`config.mk`:
```
export PLATFORM = sky130hd
export DESIGN_NAME = lsu_mem_ctrl_flat
export DESIGN_NICKNAME = d
export VERILOG_FILES = /design/src/rtl/lsu_mem_ctrl_if.sv /design/src/rtl/lsu_mem_ctrl.sv /design/src/flat_wrapper.sv
export SDC_FILE = /design/constraint.sdc
export NUM_CORES = 1
export LEC_CHECK = 0
export ABC_AREA = 1
export CAP_MARGIN = 10
export CORE_UTILIZATION = 38
export CTS_CLUSTER_SIZE = 25
export DETAILED_ROUTE_END_ITERATION = 12
export GPL_TIMING_DRIVEN = 0
export PLACE_DENSITY = 0.77
export SKIP_CTS_REPAIR_TIMING = 1
export SLEW_MARGIN = 25
export SYNTH_ARGS = -nofsm -noshare
export SYNTH_HDL_FRONTEND = slang
export SYNTH_SLANG_ARGS = --single-unit
```
`constraint.sdc`:
```
create_clock -name i_clk -period 1.4 [get_ports i_clk]
set_clock_uncertainty 0.05 [all_clocks]
set_input_delay 0.35 -clock i_clk [delete_from_list [all_inputs] [get_ports i_clk]]
set_output_delay 0.35 -clock i_clk [all_outputs]
set_load 0.01 [all_outputs]
```
`src/rtl/lsu_mem_ctrl_if.sv`:
```
// Pipeline request/response and data-memory request/grant/response signals.
// The controller uses the slave view; the pipeline and memory side use the master view.
interface lsu_mem_ctrl_if #(
  parameter int DWIDTH = 32
);
  logic              req_valid;
  logic              req_we;
  logic [2:0]        req_funct3;
  logic [DWIDTH-1:0] req_addr;
  logic [DWIDTH-1:0] req_wdata;
  logic              busy;
  logic              done;
  logic              err;
  logic [DWIDTH-1:0] load_word;
  logic              mem_req;
  logic              mem_we;
  logic [DWIDTH-1:0] mem_addr;
  logic [3:0]        mem_be;
  logic [DWIDTH-1:0] mem_wdata;
  logic              mem_gnt;
  logic              mem_rvalid;
  logic [DWIDTH-1:0] mem_rdata;

  modport slave (
    input  req_valid, req_we, req_funct3, req_addr, req_wdata,
    input  mem_gnt, mem_rvalid, mem_rdata,
    output busy, done, err, load_word,
    output mem_req, mem_we, mem_addr, mem_be, mem_wdata
  );

  modport master (
    output req_valid, req_we, req_funct3, req_addr, req_wdata,
    output mem_gnt, mem_rvalid, mem_rdata,
    input  busy, done, err, load_word,
    input  mem_req, mem_we, mem_addr, mem_be, mem_wdata
  );
endinterface

```
`src/rtl/lsu_mem_ctrl.sv`:
```
// Load/store controller: alignment check, word-addressed memory request with byte
// enables and lane-replicated store data, right-justified load data return.
module lsu_mem_ctrl #(
  parameter int DWIDTH = 32
) (
  input logic           i_clk,
  input logic           i_rst_n,
  lsu_mem_ctrl_if.slave io_bus
);

  if (DWIDTH != 32) begin : g_width_chk
    $error("lsu_mem_ctrl supports DWIDTH=32 only");
  end

  typedef enum logic [1:0] {S_IDLE, S_REQ, S_RESP} state_t;

  state_t            r_state, w_next;
  logic              r_we;
  logic [1:0]        r_size;
  logic [1:0]        r_off;
  logic              r_done, r_err;
  logic [DWIDTH-1:0] r_load_word;
  logic              r_mem_we;
  logic [DWIDTH-1:0] r_mem_addr;
  logic [3:0]        r_mem_be;
  logic [DWIDTH-1:0] r_mem_wdata;

  logic [1:0]        w_size;
  logic              w_f3_ok, w_aligned, w_accept, w_reject;
  logic [3:0]        w_be;
  logic [DWIDTH-1:0] w_wdata, w_shifted, w_load;

  assign w_size = io_bus.req_funct3[1:0];

  always_comb begin
    w_f3_ok   = 1'b0;
    w_aligned = 1'b0;
    case (io_bus.req_funct3)
      3'd0, 3'd1, 3'd2: w_f3_ok = 1'b1;
      3'd4, 3'd5:       w_f3_ok = !io_bus.req_we;
      default:          w_f3_ok = 1'b0;
    endcase
    case (w_size)
      2'd0:    w_aligned = 1'b1;
      2'd1:    w_aligned = !io_bus.req_addr[0];
      2'd2:    w_aligned = (io_bus.req_addr[1:0] == 2'b00);
      default: w_aligned = 1'b0;
    endcase
  end

  assign w_accept = (r_state == S_IDLE) && io_bus.req_valid && w_f3_ok && w_aligned;
  assign w_reject = (r_state == S_IDLE) && io_bus.req_valid && !(w_f3_ok && w_aligned);

  // Byte enables only qualify writes; loads always fetch the whole word.
  always_comb begin
    w_be    = 4'b0000;
    w_wdata = io_bus.req_wdata;
    case (w_size)
      2'd0: begin
        w_be    = 4'b0001 << io_bus.req_addr[1:0];
        w_wdata = {4{io_bus.req_wdata[7:0]}};
      end
      2'd1: begin
        w_be    = 4'b0011 << io_bus.req_addr[1:0];
        w_wdata = {2{io_bus.req_wdata[15:0]}};
      end
      default: begin
        w_be    = 4'b1111;
        w_wdata = io_bus.req_wdata;
      end
    endcase
    if (!io_bus.req_we) w_be = 4'b0000;
  end

  assign w_shifted = io_bus.mem_rdata >> {r_off, 3'b000};

  always_comb begin
    case (r_size)
      2'd0:    w_load = {{(DWIDTH-8){1'b0}}, w_shifted[7:0]};
      2'd1:    w_load = {{(DWIDTH-16){1'b0}}, w_shifted[15:0]};
      default: w_load = w_shifted;
    endcase
  end

  always_ff @(posedge i_clk) begin
    if (!i_rst_n) r_state <= S_IDLE;
    else          r_state <= w_next;
  end

  always_comb begin
    w_next = r_state;
    case (r_state)
      S_IDLE:  if (w_accept) w_next = S_REQ;
      S_REQ:   if (io_bus.mem_gnt) w_next = r_we ? S_IDLE : S_RESP;
      S_RESP:  if (io_bus.mem_rvalid) w_next = S_IDLE;
      default: w_next = S_IDLE;
    endcase
  end

  always_ff @(posedge i_clk) begin
    if (!i_rst_n) begin
      r_we        <= 1'b0;
      r_size      <= 2'd0;
      r_off       <= 2'd0;
      r_done      <= 1'b0;
      r_err       <= 1'b0;
      r_load_word <= '0;
      r_mem_we    <= 1'b0;
      r_mem_addr  <= '0;
      r_mem_be    <= 4'b0000;
      r_mem_wdata <= '0;
    end else begin
      r_err  <= w_reject;
      r_done <= ((r_state == S_REQ) && io_bus.mem_gnt && r_we) ||
                ((r_state == S_RESP) && io_bus.mem_rvalid);
      if (w_accept) begin
        r_we        <= io_bus.req_we;
        r_size      <= w_size;
        r_off       <= io_bus.req_addr[1:0];
        r_mem_we    <= io_bus.req_we;
        r_mem_addr  <= {io_bus.req_addr[DWIDTH-1:2], 2'b00};
        r_mem_be    <= w_be;
        r_mem_wdata <= w_wdata;
      end
      if ((r_state == S_RESP) && io_bus.mem_rvalid) r_load_word <= w_load;
    end
  end

  assign io_bus.busy      = (r_state != S_IDLE);
  assign io_bus.mem_req   = (r_state == S_REQ);
  assign io_bus.done      = r_done;
  assign io_bus.err       = r_err;
  assign io_bus.load_word = r_load_word;
  assign io_bus.mem_we    = r_mem_we;
  assign io_bus.mem_addr  = r_mem_addr;
  assign io_bus.mem_be    = r_mem_be;
  assign io_bus.mem_wdata = r_mem_wdata;

endmodule

```
`src/flat_wrapper.sv`:
```
// flat-port wrapper written by rule: the top's interface ports become plain ports
module lsu_mem_ctrl_flat 
#(
  parameter int DWIDTH = 32
)
  (i_clk, i_rst_n, io_bus_req_valid, io_bus_req_we, io_bus_req_funct3, io_bus_req_addr, io_bus_req_wdata, io_bus_mem_gnt, io_bus_mem_rvalid, io_bus_mem_rdata, io_bus_busy, io_bus_done, io_bus_err, io_bus_load_word, io_bus_mem_req, io_bus_mem_we, io_bus_mem_addr, io_bus_mem_be, io_bus_mem_wdata);
  lsu_mem_ctrl_if #(.DWIDTH(DWIDTH)) io_bus_i ();
  input logic i_clk;
  input logic i_rst_n;
  input wire logic [$bits(io_bus_i.req_valid)-1:0] io_bus_req_valid;
  input wire logic [$bits(io_bus_i.req_we)-1:0] io_bus_req_we;
  input wire logic [$bits(io_bus_i.req_funct3)-1:0] io_bus_req_funct3;
  input wire logic [$bits(io_bus_i.req_addr)-1:0] io_bus_req_addr;
  input wire logic [$bits(io_bus_i.req_wdata)-1:0] io_bus_req_wdata;
  input wire logic [$bits(io_bus_i.mem_gnt)-1:0] io_bus_mem_gnt;
  input wire logic [$bits(io_bus_i.mem_rvalid)-1:0] io_bus_mem_rvalid;
  input wire logic [$bits(io_bus_i.mem_rdata)-1:0] io_bus_mem_rdata;
  output wire logic [$bits(io_bus_i.busy)-1:0] io_bus_busy;
  output wire logic [$bits(io_bus_i.done)-1:0] io_bus_done;
  output wire logic [$bits(io_bus_i.err)-1:0] io_bus_err;
  output wire logic [$bits(io_bus_i.load_word)-1:0] io_bus_load_word;
  output wire logic [$bits(io_bus_i.mem_req)-1:0] io_bus_mem_req;
  output wire logic [$bits(io_bus_i.mem_we)-1:0] io_bus_mem_we;
  output wire logic [$bits(io_bus_i.mem_addr)-1:0] io_bus_mem_addr;
  output wire logic [$bits(io_bus_i.mem_be)-1:0] io_bus_mem_be;
  output wire logic [$bits(io_bus_i.mem_wdata)-1:0] io_bus_mem_wdata;
  assign io_bus_i.req_valid = io_bus_req_valid;
  assign io_bus_i.req_we = io_bus_req_we;
  assign io_bus_i.req_funct3 = io_bus_req_funct3;
  assign io_bus_i.req_addr = io_bus_req_addr;
  assign io_bus_i.req_wdata = io_bus_req_wdata;
  assign io_bus_i.mem_gnt = io_bus_mem_gnt;
  assign io_bus_i.mem_rvalid = io_bus_mem_rvalid;
  assign io_bus_i.mem_rdata = io_bus_mem_rdata;
  assign io_bus_busy = io_bus_i.busy;
  assign io_bus_done = io_bus_i.done;
  assign io_bus_err = io_bus_i.err;
  assign io_bus_load_word = io_bus_i.load_word;
  assign io_bus_mem_req = io_bus_i.mem_req;
  assign io_bus_mem_we = io_bus_i.mem_we;
  assign io_bus_mem_addr = io_bus_i.mem_addr;
  assign io_bus_mem_be = io_bus_i.mem_be;
  assign io_bus_mem_wdata = io_bus_i.mem_wdata;
  lsu_mem_ctrl #(.DWIDTH(DWIDTH)) u_core (.i_clk(i_clk), .i_rst_n(i_rst_n), .io_bus(io_bus_i));
endmodule
```
==> flow_metrics.env, run 1 <==
export IMPL_outcome="finished with violations"
export IMPL_violations="negative setup slack"
export IMPL_antenna_left=0
export IMPL_tightest_slew_ps=510.5
export IMPL_drive_gt1_share_pct=29.57
export IMPL_critical_path_max_fanout=5
export IMPL_leakagePower_nw=5.296
export IMPL_cp_required_ps=1620
export IMPL_cpPeakStageDelay_ps=370
export IMPL_htree_num_levels=3
export IMPL_synthDistinctLibCells=23
export IMPL_drc=0
export IMPL_synth_area_per_cell_um2=7.088
export IMPL_yosysWarnings=0
export IMPL_gp_congestion=0.9692
export IMPL_final_cell_area_um2=8847
export IMPL_initial_core_util_pct=38.87
export IMPL_finalMaxSlewViolations=0
export IMPL_period_needed_ps=1572
export IMPL_cts_sinks=107
export IMPL_startpoint_type="flop"
export IMPL_viasPerCell=5.150
export IMPL_antenna_found_initial=3
export IMPL_cts_root_buf="clkbuf_16"
export IMPL_synth_top_cell_area_share_pct=46.07
export IMPL_synth_cells=656
export IMPL_setup_violations_final=83
export IMPL_clock_latency_ps=340
export IMPL_drtIter0Drc=321
export IMPL_drt_wl_total_mm=18.25
export IMPL_clock_path_buffers=2
export IMPL_fin_crit_sh_pct=112.3
export IMPL_pwr_share_clk_pct=29.9
export IMPL_grt_use_total_pct=24.65
export IMPL_ir_drop_uv=547.9
export IMPL_setup_ws_ps=-171.9
export IMPL_synth_top_area_cell="dfxtp_1"
export IMPL_async_flop_share_pct=0
export IMPL_p_per_area_nw_per_um2=903.9
export IMPL_yosysMostFrequentCell="nand2_1"
export IMPL_placedInstanceArea_um2=6899
export IMPL_dr_pass1_iters=5
export IMPL_core_um2=11960
export IMPL_combPwrFrac_pct=28.6
export IMPL_fp_dieH_um=112.6
export IMPL_power_frac_seq_pct=41.5
export IMPL_synth_ff_type="dfxtp_1"
export IMPL_arrival_ps=1790
export IMPL_dp_hpwl_mm=11.80
export IMPL_synth_edf_count=0
export IMPL_crit_slowest_cell="dfxtp_4"
export IMPL_cp_end_kind="flop"
export IMPL_ys_seq_area_share_pct=46.07
export IMPL_p_sw_share_pct=30.25
export IMPL_port_buffers=206
export IMPL_io_pins=210
export IMPL_die_area_um2=12680
export IMPL_max_cap_viol_count=0
export IMPL_grt_pass1_wl_mm=24.48
export IMPL_power_w=0.007997
export IMPL_rows=40
export IMPL_cts_clk_slew_worst_paths_ps=70
export IMPL_globalRouteOverflowTotal=0
export IMPL_synthTopCellsByCount="nand2_1, a21oi_1, dfxtp_1"
export IMPL_wl_per_cell_um=17.17
export IMPL_grt_max_degree=18
export IMPL_fmax_mhz=636.2
export IMPL_cp_cell_sequence="nor2_4 -> nand2_2 -> inv_2 -> nand3_4 -> inv_8 -> buf_12 -> buf_6 -> clkbuf_16 -> nand2_4 -> a21oi_2"
export IMPL_grt_pass1_vias=4881
export IMPL_p_int_w=0.005578
export IMPL_area_growth_pct=90.29
export IMPL_finalHoldViolations=0
export IMPL_vias=5474
export IMPL_synth_top_cells_by_area="dfxtp_1, nand2_1, a21oi_1"
export IMPL_grt_setup_unrepaired="yes"
export IMPL_crit_type="flop to flop"
export IMPL_numCtsBuffers=9
export IMPL_synthesis_area_um2=4649
export IMPL_hold_slack_ps=363.7
export IMPL_dp_slack_ps=-794.0
export IMPL_die_x_um=112.6
export IMPL_maxSlewHeadroom_pct=65.97
export IMPL_worstHoldPathType="input pin to flop"
export IMPL_cts_tree="done"
export IMPL_synth_seq_cells=107
export IMPL_p_switching_w=0.002419
export IMPL_nets=1013
-- stage by stage --
step	utilization [%]	std cells	TNS (ps)
after global routing	73.94	1062	-13170
after global placement	57.68	1010	-70970
final	73.96	1063	-7048
after floorplan	-	657	0
after detailed placement	57.68	1010	-70570
after CTS	59.93	1026	-57410
-- final timing paths --
check | from | endpoint | slack, ps | depth (start not counted)
setup / recovery | u_core.r_state[1] | u_core.io_bus.mem_wdata[17] | -170 | 10
hold / removal | io_bus_req_we | u_core.io_bus.mem_we | 360 | 5
setup reg to reg | u_core.r_state[1] | u_core.io_bus.mem_wdata[17] | -170 | 10
hold reg to reg | u_core.io_bus.mem_be[1] | u_core.io_bus.mem_be[1] | 410 | 2
-- cell families after synthesis --
family | synth area share [%]
and+or+nand+nor | 25.48
DFF | 46.07
other | 0.08065
buffers and inverters | 8.046
AOI/OAI and AO/OA | 20.32
-- worst max-delay path, delay by kind of cell (launching register included) --
family          cells  cell delay [ps]
buf+inv             5              540
compound gates      1              130
simple gates        4              410
flops               1              370
-- cell type report --
class / instances / area, µm²
Fill cell: 824 / 3114
Clock buffer: 11 / 232.7
Clock inverter: 5 / 36.28
Multi-Input combinational cell: 469 / 2838
Tap cell: 147 / 183.9
Timing Repair Buffer: 241 / 2845
Buffer: 44 / 405.4
Antenna cell: 3 / 7.507
Inverter: 36 / 147.6
Sequential cell: 107 / 2151
-- registers in the layout, indices dropped and copies added (netlist names) --
signal,count
u_core.r_size,2
u_core.io_bus.mem_addr,30
u_core.io_bus.mem_we,1
u_core.io_bus.load_word,32
u_core.io_bus.err,1
u_core.io_bus.mem_be,4
u_core.r_state,2
u_core.io_bus.done,1
u_core.r_off,2
u_core.io_bus.mem_wdata,32
-- cells in the final DEF (no fill, tap or decap), types with 13 or more instances in the layout --
cell type / synthesis / final
nand2_2: 1 / 34
a21oi_1: 127 / 53
buf_8: 0 / 13
clkbuf_16: 0 / 17
o211ai_1: 19 / 19
dlymetal6s2s_1: 0 / 108
clkdlybuf4s50_1: 0 / 96
nand2_4: 0 / 36
inv_1: 32 / 28
buf_6: 4 / 19
a21oi_2: 1 / 74
nand2_1: 259 / 190
dfxtp_1: 107 / 104
clkbuf_2: 1 / 13
o21ai_0: 30 / 19
-- per-layer routing --
layer / part of all wire [%] / GRT usage, % / routed length (µm)
met5: 0 / 0 / 0
met4: 3.1 / 8.178 / 566
met3: 8.8 / 8.423 / 1608
met2: 49 / 41.36 / 8903
met1: 39 / 29.44 / 7173
-- power by group through the flow --
stage                     clock network (W)  logic, W  registers, W
after floorplan                           0  0.000707       0.00343
after global placement                    0   0.00162       0.00337
after detailed placement                  0   0.00162       0.00337
after CTS                           0.00242   0.00163       0.00330
after global routing                0.00256   0.00244       0.00333
final                               0.00239   0.00229       0.00332
(Power assumes the default switching activity.)
==> inputs of run 2 (changes only) <==
--- a/config.mk
+++ b/config.mk
@@ -7,11 +7,12 @@
 export LEC_CHECK = 0
 export ABC_AREA = 1
 export CAP_MARGIN = 10
+export CORE_ASPECT_RATIO = 0.75
 export CORE_UTILIZATION = 38
 export CTS_CLUSTER_SIZE = 25
 export DETAILED_ROUTE_END_ITERATION = 12
-export GPL_TIMING_DRIVEN = 0
 export PLACE_DENSITY = 0.77
+export REMOVE_ABC_BUFFERS = 1
 export SKIP_CTS_REPAIR_TIMING = 1
 export SLEW_MARGIN = 25
 export SYNTH_ARGS = -nofsm -noshare
==> flow_metrics.env, run 2 (synthesis results as in run 1) <==
export IMPL_outcome="finished with violations"
export IMPL_violations="negative setup slack"
export IMPL_wl_per_cell_um=16.23
export IMPL_clock_latency_ps=340
export IMPL_power_w=0.007906
export IMPL_critPathTopFamily="buffers and inverters"
export IMPL_worstHoldPathType="input pin to flop"
export IMPL_drive_gt1_share_pct=25.52
export IMPL_antenna_left=0
export IMPL_grt_use_total_pct=23.20
export IMPL_cp_cell_sequence="clkdlybuf4s50_1 -> nand2_2 -> inv_2 -> nand3_4 -> buf_12 -> clkinv_8 -> clkbuf_16 -> nand2_4 -> a21oi_2"
export IMPL_setup_ws_ps=-187.3
export IMPL_fin_util_pct=74.22
export IMPL_drt_wl_total_mm=17.35
export IMPL_r2r_start="u_core.r_state[1]"
export IMPL_period_needed_ps=1587
export IMPL_cpPeakStageDelay_ps=490
export IMPL_core_um2=11740
export IMPL_grt_max_degree=63
export IMPL_nets=1005
export IMPL_startpoint_type="input pin"
export IMPL_die_area_um2=12690
export IMPL_port_buffers=207
export IMPL_globalRouteOverflowTotal=0
export IMPL_gp_congestion=0.8177
export IMPL_holdPathStages=3
export IMPL_vias=5309
export IMPL_grt_setup_unrepaired="yes"
export IMPL_htree_num_levels=3
export IMPL_layout_commonest_cell="nand2_1"
export IMPL_dp_hpwl_mm=10.40
export IMPL_hold_end="u_core.r_off[1]"
export IMPL_cp_required_ps=1630
export IMPL_finalMaxSlewViolations=0
export IMPL_grt_pass1_wl_mm=23.15
export IMPL_ir_drop_uv=675.5
export IMPL_cp_end_kind="flop"
export IMPL_cts_root_buf="clkbuf_16"
export IMPL_cts_tree="done"
export IMPL_setup_violations_final=79
export IMPL_fmax_mhz=630.0
export IMPL_critical_path_max_fanout=7
export IMPL_drtIter0Drc=264
export IMPL_antenna_found_initial=1
export IMPL_grt_pass1_vias=4637
export IMPL_r2r_slack_ps=-180
export IMPL_max_cap_viol_count=0
export IMPL_clock_path_buffers=2
export IMPL_arrival_ps=1810
export IMPL_crit_buf_inv=5
export IMPL_r2r_cells=9
export IMPL_crit_slowest_cell="clkdlybuf4s50_1"
export IMPL_drc=0
export IMPL_cts_sinks=107
export IMPL_viasPerCell=4.966
export IMPL_hp_start="io_bus_req_addr[1]"
export IMPL_numCtsBuffers=9
export IMPL_n_fill_cell=895
export IMPL_crit_type="input pin to flop"
export IMPL_die_x_um=129.7
export IMPL_leakagePower_nw=5.265
export IMPL_cts_clk_slew_worst_paths_ps=70
export IMPL_rows=34
export IMPL_worstReg2RegEnd="u_core.io_bus.mem_wdata[11]"
export IMPL_fin_crit_sh_pct=113.4
export IMPL_cp_num_cells=9
export IMPL_area_growth_pct=87.43
export IMPL_io_pins=210
export IMPL_hold_slack_ps=371.9
export IMPL_layout_common_cells="nand2_1, dlymetal6s2s_1, dfxtp_1, clkdlybuf4s50_1, a21oi_1"
export IMPL_fp_dieH_um=97.80
export IMPL_p_per_area_nw_per_um2=907.2
export IMPL_dr_pass1_iters=4
export IMPL_finalHoldViolations=0
export IMPL_initial_core_util_pct=39.60
run 2: cell types whose count changed in the layout (fill, tap and decap cells not counted), moves of 13 or more:
cell     previous run  this run
nand2_2            34        19
a21oi_2            74        61
buf_6              19         6
buf_4              11        41
a21oi_1            53        66
nand2_1           190       203
run 2: stage by stage:
step,TNS [ps],std cells,setup slack (ps),instance area (µm²)
finish,-9999,1069,-187.3,8715
global route,-14720,1068,-259.8,8712
CTS,-37490,1050,-420.6,7502
detailed placement,-48890,1034,-588.4,7224
global placement,-46050,1034,-512.3,7224
floorplan,-74430,612,-815.5,4414
run 2: metal layers:
layer	vias up	global-route usage, %	wire (µm)
met5	-	0	0
met4	0	7.066	337
met3	28	5.260	913
met2	178	36.53	8308
met1	2487	31.53	7794
li1	2616	-	-
run 2: worst reg2reg max path, delay by kind of cell (launching register included):
kind                   cells  cell delay [ps]
buffers and inverters      4              530
and+or+nand+nor            4              430
DFF                        1              360
AOI/OAI and AO/OA          1              140
run 2: worst max-delay path by stage:
stage	start	to
CTS	u_core.r_state[0]	io_bus_mem_req
global route	u_core.r_state[1]	u_core.io_bus.mem_wdata[0]
floorplan	u_core.r_state[1]	u_core.io_bus.mem_addr[10]
finish	io_bus_req_valid	u_core.io_bus.mem_wdata[11]
detailed placement	io_bus_req_funct3[1]	u_core.io_bus.mem_addr[24]
global placement	io_bus_req_funct3[1]	u_core.io_bus.mem_wdata[25]
run 2: report_power, final:
part           internal (W)  switching [W]
sequential          0.00321      0.0000885
clock               0.00126        0.00115
combinational       0.00110        0.00109
run 2: layout make-up:
| class | instances | area [µm²] | share of cell area, % |
|---|---|---|---|
| repair buffers | 276 | 3183 | 36.53 |
| multi-input cells | 469 | 2721 | 31.23 |
| flip-flops and latches | 107 | 2147 | 24.64 |
| clock buffers | 11 | 242.7 | 2.785 |
| well taps | 162 | 202.7 | 2.326 |
| inverters | 36 | 161.4 | 1.852 |
| clock inverters | 5 | 35.03 | 0.4020 |
| repair inverters | 1 | 16.27 | 0.1866 |
| diodes | 2 | 5.005 | 0.05743 |
